--- src/rtl/if_fetch_unit.sv ---
// Instruction-fetch stage: owns the PC, drives the instruction SRAM, applies ID branch redirects
// and presents ID with {ce,pc} plus an instruction word that survives ID freezes and bubbles.
module if_fetch_unit #(
    parameter logic [31:0] RESET_PC = 32'hBFC0_0000
) (
    input  logic        clk,
    input  logic        rst,
    input  logic [5:0]  stall,
    input  logic [32:0] br_bus,
    output logic [32:0] if_to_id_bus,
    output logic        inst_sram_en,
    output logic [3:0]  inst_sram_wen,
    output logic [31:0] inst_sram_addr,
    output logic [31:0] inst_sram_wdata,
    input  logic [31:0] inst_sram_rdata,
    output logic [31:0] id_inst
);

    localparam logic [1:0] ST_EMPTY  = 2'd0;
    localparam logic [1:0] ST_BUBBLE = 2'd1;
    localparam logic [1:0] ST_LIVE   = 2'd2;
    localparam logic [1:0] ST_HELD   = 2'd3;

    localparam logic [31:0] PC_RESET_VALUE = RESET_PC - 32'd4;

    logic        br_e;
    logic [31:0] br_addr;
    logic        if_stop;
    logic        id_stop;
    logic        ex_stop;
    logic        if_ce;

    logic [31:0] pc_q,           pc_d;
    logic        ce_q,           ce_d;
    logic        br_pend_q,      br_pend_d;
    logic [31:0] br_pend_addr_q, br_pend_addr_d;
    logic [1:0]  state_q,        state_d;
    logic [31:0] inst_hold_q,    inst_hold_d;
    logic [31:0] next_pc;

    assign br_e    = br_bus[32];
    assign br_addr = br_bus[31:0];
    assign if_stop = stall[0];
    assign id_stop = stall[1];
    assign ex_stop = stall[2];
    // A stalled IF offers ce=0 so ID never latches the same pc twice as valid.
    assign if_ce   = ce_q & ~if_stop;

    always_comb begin
        if (br_e) begin
            next_pc = br_addr;
        end else if (br_pend_q) begin
            next_pc = br_pend_addr_q;
        end else begin
            next_pc = pc_q + 32'd4;
        end
    end

    always_comb begin
        pc_d           = pc_q;
        ce_d           = ce_q;
        br_pend_d      = br_pend_q;
        br_pend_addr_d = br_pend_addr_q;
        if (!if_stop) begin
            pc_d      = next_pc;
            ce_d      = 1'b1;
            br_pend_d = 1'b0;
        end else if (br_e) begin
            br_pend_d      = 1'b1;
            br_pend_addr_d = br_addr;
        end
    end

    // Mirror of the ID pipeline register: tells whether the live SRAM word, a held copy,
    // or a nop belongs to the instruction currently sitting in ID.
    always_comb begin
        state_d     = state_q;
        inst_hold_d = inst_hold_q;
        if (id_stop && !ex_stop) begin
            state_d = ST_BUBBLE;
        end else if (!id_stop) begin
            state_d = if_ce ? ST_LIVE : ST_EMPTY;
        end else if (state_q == ST_LIVE) begin
            state_d     = ST_HELD;
            inst_hold_d = inst_sram_rdata;
        end
    end

    always_ff @(posedge clk) begin
        if (rst) begin
            pc_q           <= PC_RESET_VALUE;
            ce_q           <= 1'b0;
            br_pend_q      <= 1'b0;
            br_pend_addr_q <= 32'd0;
            state_q        <= ST_EMPTY;
            inst_hold_q    <= 32'd0;
        end else begin
            pc_q           <= pc_d;
            ce_q           <= ce_d;
            br_pend_q      <= br_pend_d;
            br_pend_addr_q <= br_pend_addr_d;
            state_q        <= state_d;
            inst_hold_q    <= inst_hold_d;
        end
    end

    always_comb begin
        case (state_q)
            ST_LIVE: id_inst = inst_sram_rdata;
            ST_HELD: id_inst = inst_hold_q;
            default: id_inst = 32'h0000_0000;
        endcase
    end

    assign if_to_id_bus    = {if_ce, pc_q};
    assign inst_sram_en    = ce_q;
    assign inst_sram_addr  = pc_q;
    assign inst_sram_wen   = 4'b0000;
    assign inst_sram_wdata = 32'h0000_0000;

endmodule

--- config.mk ---
export PLATFORM = sky130hd
export DESIGN_NAME = if_fetch_unit
export DESIGN_NICKNAME = d
export VERILOG_FILES = /design/src/rtl/if_fetch_unit.sv
export SDC_FILE = /design/constraint.sdc
export NUM_CORES = 1
export LEC_CHECK = 0
export CAP_MARGIN = 5
export CORE_MARGIN = 1
export CORE_UTILIZATION = 30
export CTS_CLUSTER_DIAMETER = 50
export CTS_CLUSTER_SIZE = 25
export DETAILED_ROUTE_END_ITERATION = 7
export MAX_ROUTING_LAYER = met4
export SYNTH_ARGS = -nofsm -noshare
export SYNTH_HDL_FRONTEND = slang
export SYNTH_SLANG_ARGS = --single-unit
--- constraint.sdc ---
create_clock -name clk -period 1.97 [get_ports clk]
set_clock_uncertainty 0.1 [all_clocks]
set_input_delay 0.591 -clock clk [delete_from_list [all_inputs] [get_ports clk]]
set_output_delay 0.591 -clock clk [all_outputs]
set_load 0.005 [all_outputs]
======== Word level (Yosys, flattened, before mapping) ========
Cells that the tools add are included.
word-level totals
  memories ................................ 0
  input bits .............................. 73
  latch bits .............................. 0
  output and inout port bits .............. 134
  bits in registers ....................... 100
  memory bits (read-only) ................. 0
  bits in writable memories ............... 0
cells by class
  shift operators ......................... 0
  bitwise logic cells ..................... 3
  equal/unequal tests ..................... 4
  reduce and logical (&&, ||, !) cells .... 6
  mux-type cells .......................... 7
  add/sub/neg operators ................... 1
  divide/modulo/power cells ............... 0
  $mul .................................... 0
  order comparisons ....................... 0
operators by type and width
  kind                     number
  $mux W32                 2
  $pmux W32 S2             1
  $add A32 B3 Y32 const B  1
  $mux W2                  3
  $eq A2 B2 Y1 const B     2
  $reduce_or A2 Y1         2
  $ne A3 B1 Y1 const B     1
  $reduce_and A3 Y1        1
  $ne A2 B1 Y1 const B     1
  $not A1 Y1               2
  $reduce_and A2 Y1        1
  $and A1 B1 Y1            1
  $logic_and A1 B1 Y1      1
  $logic_not A1 Y1         1
  $mux W1                  1

======== Logic depth before layout (Yosys ltp) ========
Gate-level depths: netlist of the first run.
  depth after elaboration ................. 5
  mapped depth ............................ 7
  mapped depth without buffers ............ 6

======== Least setup slack after synthesis of the first run ========
Ideal clock, no wire load.
  path kind ............................... input to register
  start point ............................. input stall[0]
  end point ............................... register pc_q[31] (netlist: inst_sram_addr[31])
  stages on the path ...................... 6
  library setup time ...................... 0.119 ns
  slack ................................... 0.095 ns
  required time ........................... 1.751 ns
  arrival ................................. 1.656 ns
  path through ............................ or2_1 -> buf_2 -> a21oi_1 -> o21ai_0 -> a311o_2 -> o221a_1
RTL lines
  element               line  text
  start, declared       8     input logic [5:0] stall,
  end signal, assigned  98    pc_q <= pc_d;
  end, declared         33    logic [31:0] pc_q, pc_d;

======== Worst setup path in the final report of the first run ========
  start point ............................. register state_q[0]
  end point ............................... output id_inst[12]
on the way
  longest elaborated chain between the ends .. 2
  elaborated cells on any way between the ends .. 3
RTL lines
  element                 line  text
  start, declared         37    logic [1:0] state_q, state_d;
  start signal, assigned  102   state_q <= state_d;
  $eq A2 B2 Y1            108   case (state_q)
  $pmux W32 S2 (*)        108
  end, declared           16    output logic [31:0] id_inst
Every way passes the cells marked *; elsewhere a longest branch is shown, timed or not.

==> results.toml, run 1 <==
[timing]
hold_ws_ns = 0.354
fin_tns_setup_ns = -1.22
tightest_slew_ns = 0.539
final_hold_viol_count = 0
slew_violations = 0
max_slew_margin_pct = 64.1
setup_violations = 30
rsz0062_at_grt = "yes"
fin_crit_ns = 2.08
setup_slack_ns = -0.108
period_share_pct = 106
max_freq_mhz = 481

[cts]
cts-root-buf = "clkbuf_16"
clk_pin_slew_ns = 0.07
clockBufferDepth = 2
ctsHoldBuffers = 0
cts_num_sinks = 100
cts_buffers = 9
cts_tree = "yes"
cts_htree_levels = 3
worstSkewPairLatency_ns = 0.36

[detailed_routing]
dr.pass1.iters = 5
drc = 0
via_count = 5512
vias_per_cell = 4.88
wirelength_um = 16500
drtIter0Drc = 257
final_antenna_net_count = 0
wl_per_cell_um = 14.6

[die]
pin_count = 207
die_area_mm2 = 0.0195
initial_utilization_pct = 31.1
rows = 49
die_y_um = 140
core_area_mm2 = 0.0183
die-width_um = 140

[synthesis]
syn_area_per_cell_um2 = 7.86
ys.flop_type = "dfxtp_1"
synth_area_mm2 = 0.00569
synth-edff-count = 0
synth_commonest_cells = "nand2_1 (146), a21oi_1 (106), dfxtp_1 (100), buf_4 (71), mux2i_1 (37)"
netlist.area_leader.share_pct = 35.2
synth_seq_area_share_pct = 35.2
yosysTopAreaCell = "dfxtp_1"
synth.area.top_cells = "dfxtp_1 (35%), nand2_1 (9.6%), buf_4 (9.4%)"
synth_warnings = 0
ys_ff_latch = 100
yosysUniqueCellTypes = 57
async_flop_share_pct = 0
synth_most_common_cell = "nand2_1"
synth_cells = 723

[placed_design]
place_hpwl_um = 11600
port_buffers = 167
finalWeightedCongestion = 0.786

[grt]
grt_max_degree = 47
overflow = 0
grt_pass1_vias = 4979
grt_usage_pct = 17.3
antenna_found_initial = 1
grt_pass1_wl_um = 26000

[job]
cap_violations = 0

[finish]
area_growth_pct = 40.5
fin_nets = 969
drive_gt1_share_pct = 20.2

[setup_path]
end_kind = "output port"
r2r_start = "inst_sram_addr[2]"
cp.required_ns = 1.28
setup.worst_path.class = "flop to output port"
worstPathArrival_ns = 1.39
crit_start = "state_q[0]"
worst-path-max-fanout = 6
cp-start-kind = "flop"

[worst_hold_path]
hold_start = "br_pend_addr_q[26]"
hold_class = "flop to flop"

[power]
leakage_uw = 0.00318
ir_drop_mv = 0.444
p_per_area_mw_per_mm2 = 652

[run_status]
violations = "negative setup slack"
outcome = "finished, violations left"
where the power goes:
part	leakage (uW)	switching, uW	total, uW	internal [uW]
Combinational	0.00223	559	1240	683
Clock	0.000137	849	1750	901
Sequential	0.000820	98.2	2220	2120
critical path, cell delays in order, from the launching register on:
cell     delay (ns)
dfxtp_4        0.40
buf_8          0.15
buf_6          0.10
mux2i_1        0.19
nor2b_1        0.06
buf_2          0.13
what timing repair did:
| action | in CTS | in global routing |
|---|---|---|
| setup buffers | 5 | 17 |
| endpoints found under the setup margin | 110 | 78 |
| gates cloned | 1 | 0 |
| resized for setup | 211 | 30 |
| pin swaps | 0 | 2 |
sequential cells by signal, summed over array words and instances (netlist names):
| signal | cells |
|---|---|
| inst_hold_q | 32 |
| inst_sram_addr | 32 |
| br_pend_q | 1 |
| inst_sram_en | 1 |
| br_pend_addr_q | 32 |
| state_q | 2 |
per-layer routing:
layer	GRT usage, %	vias up	part of all wire [%]
met5	-	-	0
met4	4.74	0	1.0
met3	4.30	12	6.7
met2	27.6	199	47
met1	21.7	2554	45
li1	-	2747	-
worst paths after layout:
check,cells after the start,slack (ns),endpoint
worst max-delay path,5,-0.11,id_inst[12]
worst min-delay path,2,0.35,br_pend_addr_q[26]
worst max register to register,8,0.10,inst_sram_addr[24]
worst min register to register,2,0.35,br_pend_addr_q[26]
kinds of logic (layout without fill, tap and decap cells):
group                    after synthesis  count (layout)  share of synthesized area [%]
other                                  1              37                         0.0660
flip-flops                           100             100                           35.2
multiplexers                          37              37                           6.51
adder cells (fa/ha/maj)                1               1                          0.220
AO/OA/AOI/OAI                        183             183                           20.2
buffers and inverters                130             272                           14.6
AND/OR/NAND/NOR                      271             271                           23.2
layout make-up:
| type | instances | area [um^2] |
|---|---|---|
| Fill cell | 1876 | 10300 |
| Multi-Input combinational cell | 528 | 3010 |
| Timing Repair Buffer | 246 | 2270 |
| Sequential cell | 100 | 2110 |
| Tap cell | 229 | 287 |
| Clock buffer | 10 | 239 |
| Clock inverter | 6 | 45.0 |
| Inverter | 10 | 37.5 |
| Antenna cell | 1 | 2.50 |
cell usage in the layout (no fill, tap or decap), drive strengths merged, types with 4 or more instances in the layout:
cell type      instances
clkbuf                10
mux2i                 37
and2                   5
dlymetal6s2s           9
a221oi                 6
a221o                  8
inv                   12
nand2                146
nand4                  9
nor2                  29
o21ai                 15
nand3b                 4
dlygate4sd2           30
conb                  36
buf                  114
a21oi                107
nand3                 15
nor3                  10
nor2b                 34
dfxtp                100
and3                   6
a211o                  4
o221a                  4
a2bb2oi                6
clkdlybuf4s50         92
o21a                   4
o22a                   7
a31oi                  7
through the flow:
step	instances	power (uW)	area [um^2]	utilization, %	setup slack, ns
final	1130	5210	7990	43.7	-0.108
after global routing	1130	5490	7990	43.7	-0.177
after CTS	1113	5240	7820	42.8	-0.114
after detailed placement	1091	3470	7560	41.4	-0.619
after global placement	1091	3460	7560	41.4	-0.618
after floorplan	758	2930	5820	-	0.0953
(Power assumes the default switching activity.)
==> run 2, diff against run 1 <==
- CORE_UTILIZATION: 30 -> 35
- PLACE_DENSITY: default -> 0.65
==> run 2 against run 1 <==
Effect of this change: the flow still finishes with violations (negative setup slack); clock power grew 12%; wire length shrank 0.81%; count of clock-buffer cells in the layout is the same; register-to-register slack gained 0.05 ns; maximum frequency shrank 1.4%; critical path depth is the same; die area shrank 14%; final area grew 0.53%; hold slack gained 0.00072 ns; worst setup slack lost 0.029 ns; first-iteration DRC count grew 42%; critical endpoint is now id_inst[23]; largest cell class unchanged.
==> results.toml, run 2 (same netlist as run 1, synthesis figures left out) <==
[run_status]
outcome = "finished, violations left"
violations = "negative setup slack"

[finish]
area_growth_pct = 41.3
ff_latch_area_mm2 = 0.00209
multi_input_area_mm2 = 0.00300
diodes = 0
nFillCells = 1564
mostFrequentLayoutCell = "nand2_1"
fin_nets = 973
layout_common_cells = "nand2_1 (146), a21oi_1 (106), clkdlybuf4s50_1 (79), dfxtp_1 (69), buf_4 (63)"
final_util_pct = 50.6
drive_gt1_share_pct = 20.5

[setup_path]
end_kind = "output port"
slowest_stage = "dfxtp_4"
path_buf_inv = 3
crit_chain = "buf_12 > buf_4 > mux2i_1 > nor2b_1 > buf_2"
cp-start-kind = "flop"
max_stage_delay_ns = 0.42
worst-path-max-fanout = 10
critPathTopFamily = "flip-flops"
worstPathArrival_ns = 1.42
cp.required_ns = 1.28
setup.worst_path.class = "flop to output port"

[placed_design]
port_buffers = 167
pre_cts_slack_ns = -0.559
finalWeightedCongestion = 0.817
place_hpwl_um = 11100

[timing]
final_hold_viol_count = 0
max_freq_mhz = 474
slew_violations = 0
period_share_pct = 107
tightest_slew_ns = 0.642
setup_violations = 29
rsz0062_at_grt = "yes"
fin_crit_ns = 2.11
max_slew_margin_pct = 57.0
hold_ws_ns = 0.355
setup_slack_ns = -0.138

[grt]
overflow = 0
grt_max_degree = 37
grt_pass1_vias = 4973
grt_usage_pct = 20.1
grt_pass1_wl_um = 25400
antenna_found_initial = 0

[cts]
clk_pin_slew_ns = 0.07
cts-root-buf = "clkbuf_16"
ctsHoldBuffers = 0
worstSkewPairLatency_ns = 0.35
clockBufferDepth = 2
cts_num_sinks = 100
cts_tree = "yes"
cts_buffers = 9
cts_htree_levels = 3

[worst_hold_path]
hold_class = "flop to flop"

[die]
rows = 46
pin_count = 207
core_area_mm2 = 0.0159
die_y_um = 129
die_area_mm2 = 0.0168
die-width_um = 129
initial_utilization_pct = 35.8

[power]
p_per_area_mw_per_mm2 = 675
ir_drop_mv = 0.435
leakage_uw = 0.00323

[detailed_routing]
dr.pass1.iters = 5
drc = 0
wirelength_um = 16300
final_antenna_net_count = 0
drtIter0Drc = 364
wl_per_cell_um = 14.6
via_count = 5510
vias_per_cell = 4.92

[job]
cap_violations = 0
-- run 2: cell count changes in the layout (fill, tap and decap cells not counted), sizes merged --
| cell | delta |
|---|---|
| diode | -1 |
| bufinv | +2 |
| inv | -1 |
| clkdlybuf4s50 | -13 |
| buf | +3 |
| dlymetal6s2s | +4 |
| clkinv | -2 |
| dlygate4sd2 | +10 |
-- run 2: cell type report --
cell class,count,area share [%]
Multi-Input combinational cell,528,37.4
Inverter,10,0.467
Sequential cell,100,26.1
Clock inverter,5,1.04
Tap cell,216,3.37
Timing Repair Buffer,250,28.7
Clock buffer,10,2.98
-- run 2: metrics by stage --
step | instance area [um^2] | instances | total power, uW | setup TNS (ns)
global route | 8030 | 1119 | 5680 | -4.37
detailed placement | 7540 | 1080 | 3470 | -30.49
CTS | 7860 | 1107 | 5450 | -2.67
floorplan | 5820 | 758 | 2930 | 0
global placement | 7540 | 1080 | 3460 | -28.54
finish | 8030 | 1119 | 5420 | -1.93
-- run 2: path summary, 6_finish.rpt --
| path | from | endpoint | slack [ns] | cells past startpoint |
|---|---|---|---|---|
| worst max-delay path | state_q[0] | id_inst[23] | -0.14 | 5 |
| worst min-delay path | br_pend_addr_q[22] | br_pend_addr_q[22] | 0.35 | 2 |
| worst max register to register | inst_sram_addr[3] | inst_sram_addr[24] | 0.15 | 9 |
| worst min register to register | br_pend_addr_q[22] | br_pend_addr_q[22] | 0.35 | 2 |
-- run 2: metal layers --
metal,wire length (um),up-vias,GRT usage (%)
met2,7760,202,32.0
met3,1010,17,4.38
met4,192,0,6.02
li1,-,2748,-
met1,7380,2543,25.3
met5,0,-,-
-- run 2: timing repair --
action,4_1_cts,5_1_grt
gates cloned,1,0
setup endpoints to repair,103,79
hold endpoints to repair,0,0
gates resized for setup,215,34
setup buffers,11,12
pin swaps,1,2
-- run 2: where the power goes --
part           internal [uW]  switching [uW]
registers               2120            97.7
clock network           1150             811
logic                    677             563
total                   3950            1470
-- run 2: worst register-to-register path: stages (launching register included) --
cell and delay, ns:
dfxtp_2 0.33, buf_4 0.12, ha_2 0.20, nand4_1 0.08
buf_4 0.17, nor2_1 0.09, buf_4 0.19, nand4_1 0.16
a21oi_1 0.16, a2bb2oi_1 0.16
==> run 3, diff against run 2 <==
- PLACE_DENSITY: 0.65 -> 0.77
==> run 3 against run 2 <==
Effect of this change: the flow still finishes with violations (negative setup slack); worst setup slack got worse by 0.047 ns; final cell count rose by 0.36%; count of clock-buffer cells in the layout is the same; largest cell class unchanged; sequential share of layout area grew 0.065 points.
==> results.toml, run 3 (same netlist as run 1, synthesis figures left out) <==
[timing]
fin_crit_ns = 2.15
fin_tns_setup_ns = -3.05
setup_violations = 32
slew_violations = 0
setup_slack_ns = -0.185
max_slew_margin_pct = 62.7
tightest_slew_ns = 0.560
period_share_pct = 109
final_hold_viol_count = 0
max_freq_mhz = 464
rsz0062_at_grt = "yes"

[cts]
cts_htree_levels = 3
worstSkewPairLatency_ns = 0.36
ctsHoldBuffers = 0
cts_tree = "yes"
cts_num_sinks = 100
cts_buffers = 9
clockBufferDepth = 2
cts-root-buf = "clkbuf_16"
clk_pin_slew_ns = 0.07

[placed_design]
place_hpwl_um = 10900
finalWeightedCongestion = 0.809
dp.cells = 1072
port_buffers = 167

[setup_path]
worst-path-max-fanout = 4
worstPathArrival_ns = 1.46
rr_endpoint = "inst_sram_addr[30]"
cp.required_ns = 1.28
r2r_start = "inst_sram_addr[3]"
end_kind = "output port"
max_stage_delay_ns = 0.36
r2r_setup_slack_ns = 0.11
path_buf_inv = 4
cp-start-kind = "flop"
slowest_stage = "dfxtp_4"
setup.worst_path.class = "flop to output port"
r2r_cells = 7
critPathTopFamily = "buffers and inverters"
crit_chain = "buf_12 > buf_16 > buf_4 > mux2i_1 > nor2b_1 > buf_2"

[grt]
overflow = 0
grt_usage_pct = 20.0
antenna_found_initial = 1
grt_pass1_vias = 5222
grt_max_degree = 53
grt_pass1_wl_um = 25600

[die]
die_y_um = 129
die_area_mm2 = 0.0168
pin_count = 207
rows = 46
die-width_um = 129
initial_utilization_pct = 35.8
core_area_mm2 = 0.0159

[detailed_routing]
via_count = 5567
dr.pass1.iters = 4
drc = 0
wirelength_um = 16000
wl_per_cell_um = 14.3
final_antenna_net_count = 0
vias_per_cell = 4.96
drtIter0Drc = 277

[run_status]
violations = "negative setup slack"
outcome = "finished, violations left"

[power]
ir_drop_mv = 0.513
leakage_uw = 0.00326
p_per_area_mw_per_mm2 = 655

[finish]
drive_gt1_share_pct = 20.6
mostFrequentLayoutCell = "nand2_1"
layout_common_cells = "nand2_1 (146), a21oi_1 (106), clkdlybuf4s50_1 (88), dfxtp_1 (70), buf_4 (68)"
area_growth_pct = 40.5
finalNonFillerCells = 1123
fin_nets = 975

[job]
cap_violations = 0

[worst_hold_path]
hold_end = "inst_hold_q[3]"
hold_start = "inst_hold_q[3]"
hold_path_depth = 2
hold_class = "flop to flop"
[run 3: changes by cell type in the layout (fill, tap and decap cells not counted), moves of 2 or more]
cell / previous run / this run
dlymetal6s2s_1: 13 / 17
clkinvlp_4: 2 / 0
buf_4: 63 / 68
dfxtp_4: 21 / 19
clkdlybuf4s50_1: 79 / 88
bufinv_16: 2 / 0
inv_8: 0 / 2
buf_12: 12 / 6
clkinv_4: 0 / 2
dlygate4sd2_1: 40 / 27
[run 3: worst min-delay path, cell delays in order (launching register included)]
cell	delay (ns)
dfxtp_1	0.31
nand2_1	0.05
a21oi_1	0.05
[run 3: layout make-up]
cell class              count  area, um^2
multi-input cells         528        3000
inverters                  10        37.5
fillers                  1554        7900
flip-flops and latches    100        2090
clock buffers              10         239
well taps                 216         270
repair buffers            252        2300
clock inverters             6        53.8
diodes                      1        2.50
[run 3: per-layer routing]
metal / track usage, % / vias up / share of wire (%)
li1: - / 2757 / -
met1: 23.9 / 2567 / 43
met2: 32.7 / 222 / 48
met3: 4.87 / 21 / 7.7
met4: 6.91 / 0 / 1.9
met5: - / - / 0
[run 3: how the worst max path moves through the flow]
| stage | slack, ns | from | depth (start not counted) | to |
|---|---|---|---|---|
| after CTS | -0.19 | state_q[0] | 6 | id_inst[6] |
| after global routing | -0.26 | state_q[0] | 6 | id_inst[6] |
| after detailed placement | -0.54 | stall[0] | 7 | inst_sram_addr[12] |
| final | -0.18 | state_q[0] | 6 | id_inst[20] |
| after global placement | -0.55 | stall[0] | 7 | inst_sram_addr[16] |
| after floorplan | 0.1 | stall[0] | 6 | inst_sram_addr[31] |
[run 3: what timing repair did]
action,4_1_cts,5_1_grt
setup endpoints to repair,110,72
buffers inserted,17,17
gates cloned,3,0
gates resized for setup,209,30
pin swaps,0,1
[run 3: per-stage QoR]
| step | power (uW) | hold WS, ns | cell area (um^2) | setup WS, ns | utilization [%] |
|---|---|---|---|---|---|
| after detailed placement | 3430 | 0.346 | 7420 | -0.535 | 46.7 |
| after CTS | 5260 | 0.357 | 7850 | -0.194 | 49.4 |
| final | 5240 | 0.356 | 7990 | -0.185 | 50.3 |
| after floorplan | 2930 | 0.336 | 5820 | 0.0953 | - |
| after global routing | 5490 | 0.370 | 7990 | -0.257 | 50.3 |
| after global placement | 3410 | 0.341 | 7420 | -0.547 | 46.7 |
[run 3: where the power goes]
| part | internal, uW | switching, uW |
|---|---|---|
| Combinational | 679 | 564 |
| Sequential | 2120 | 93.8 |
| Clock | 917 | 859 |
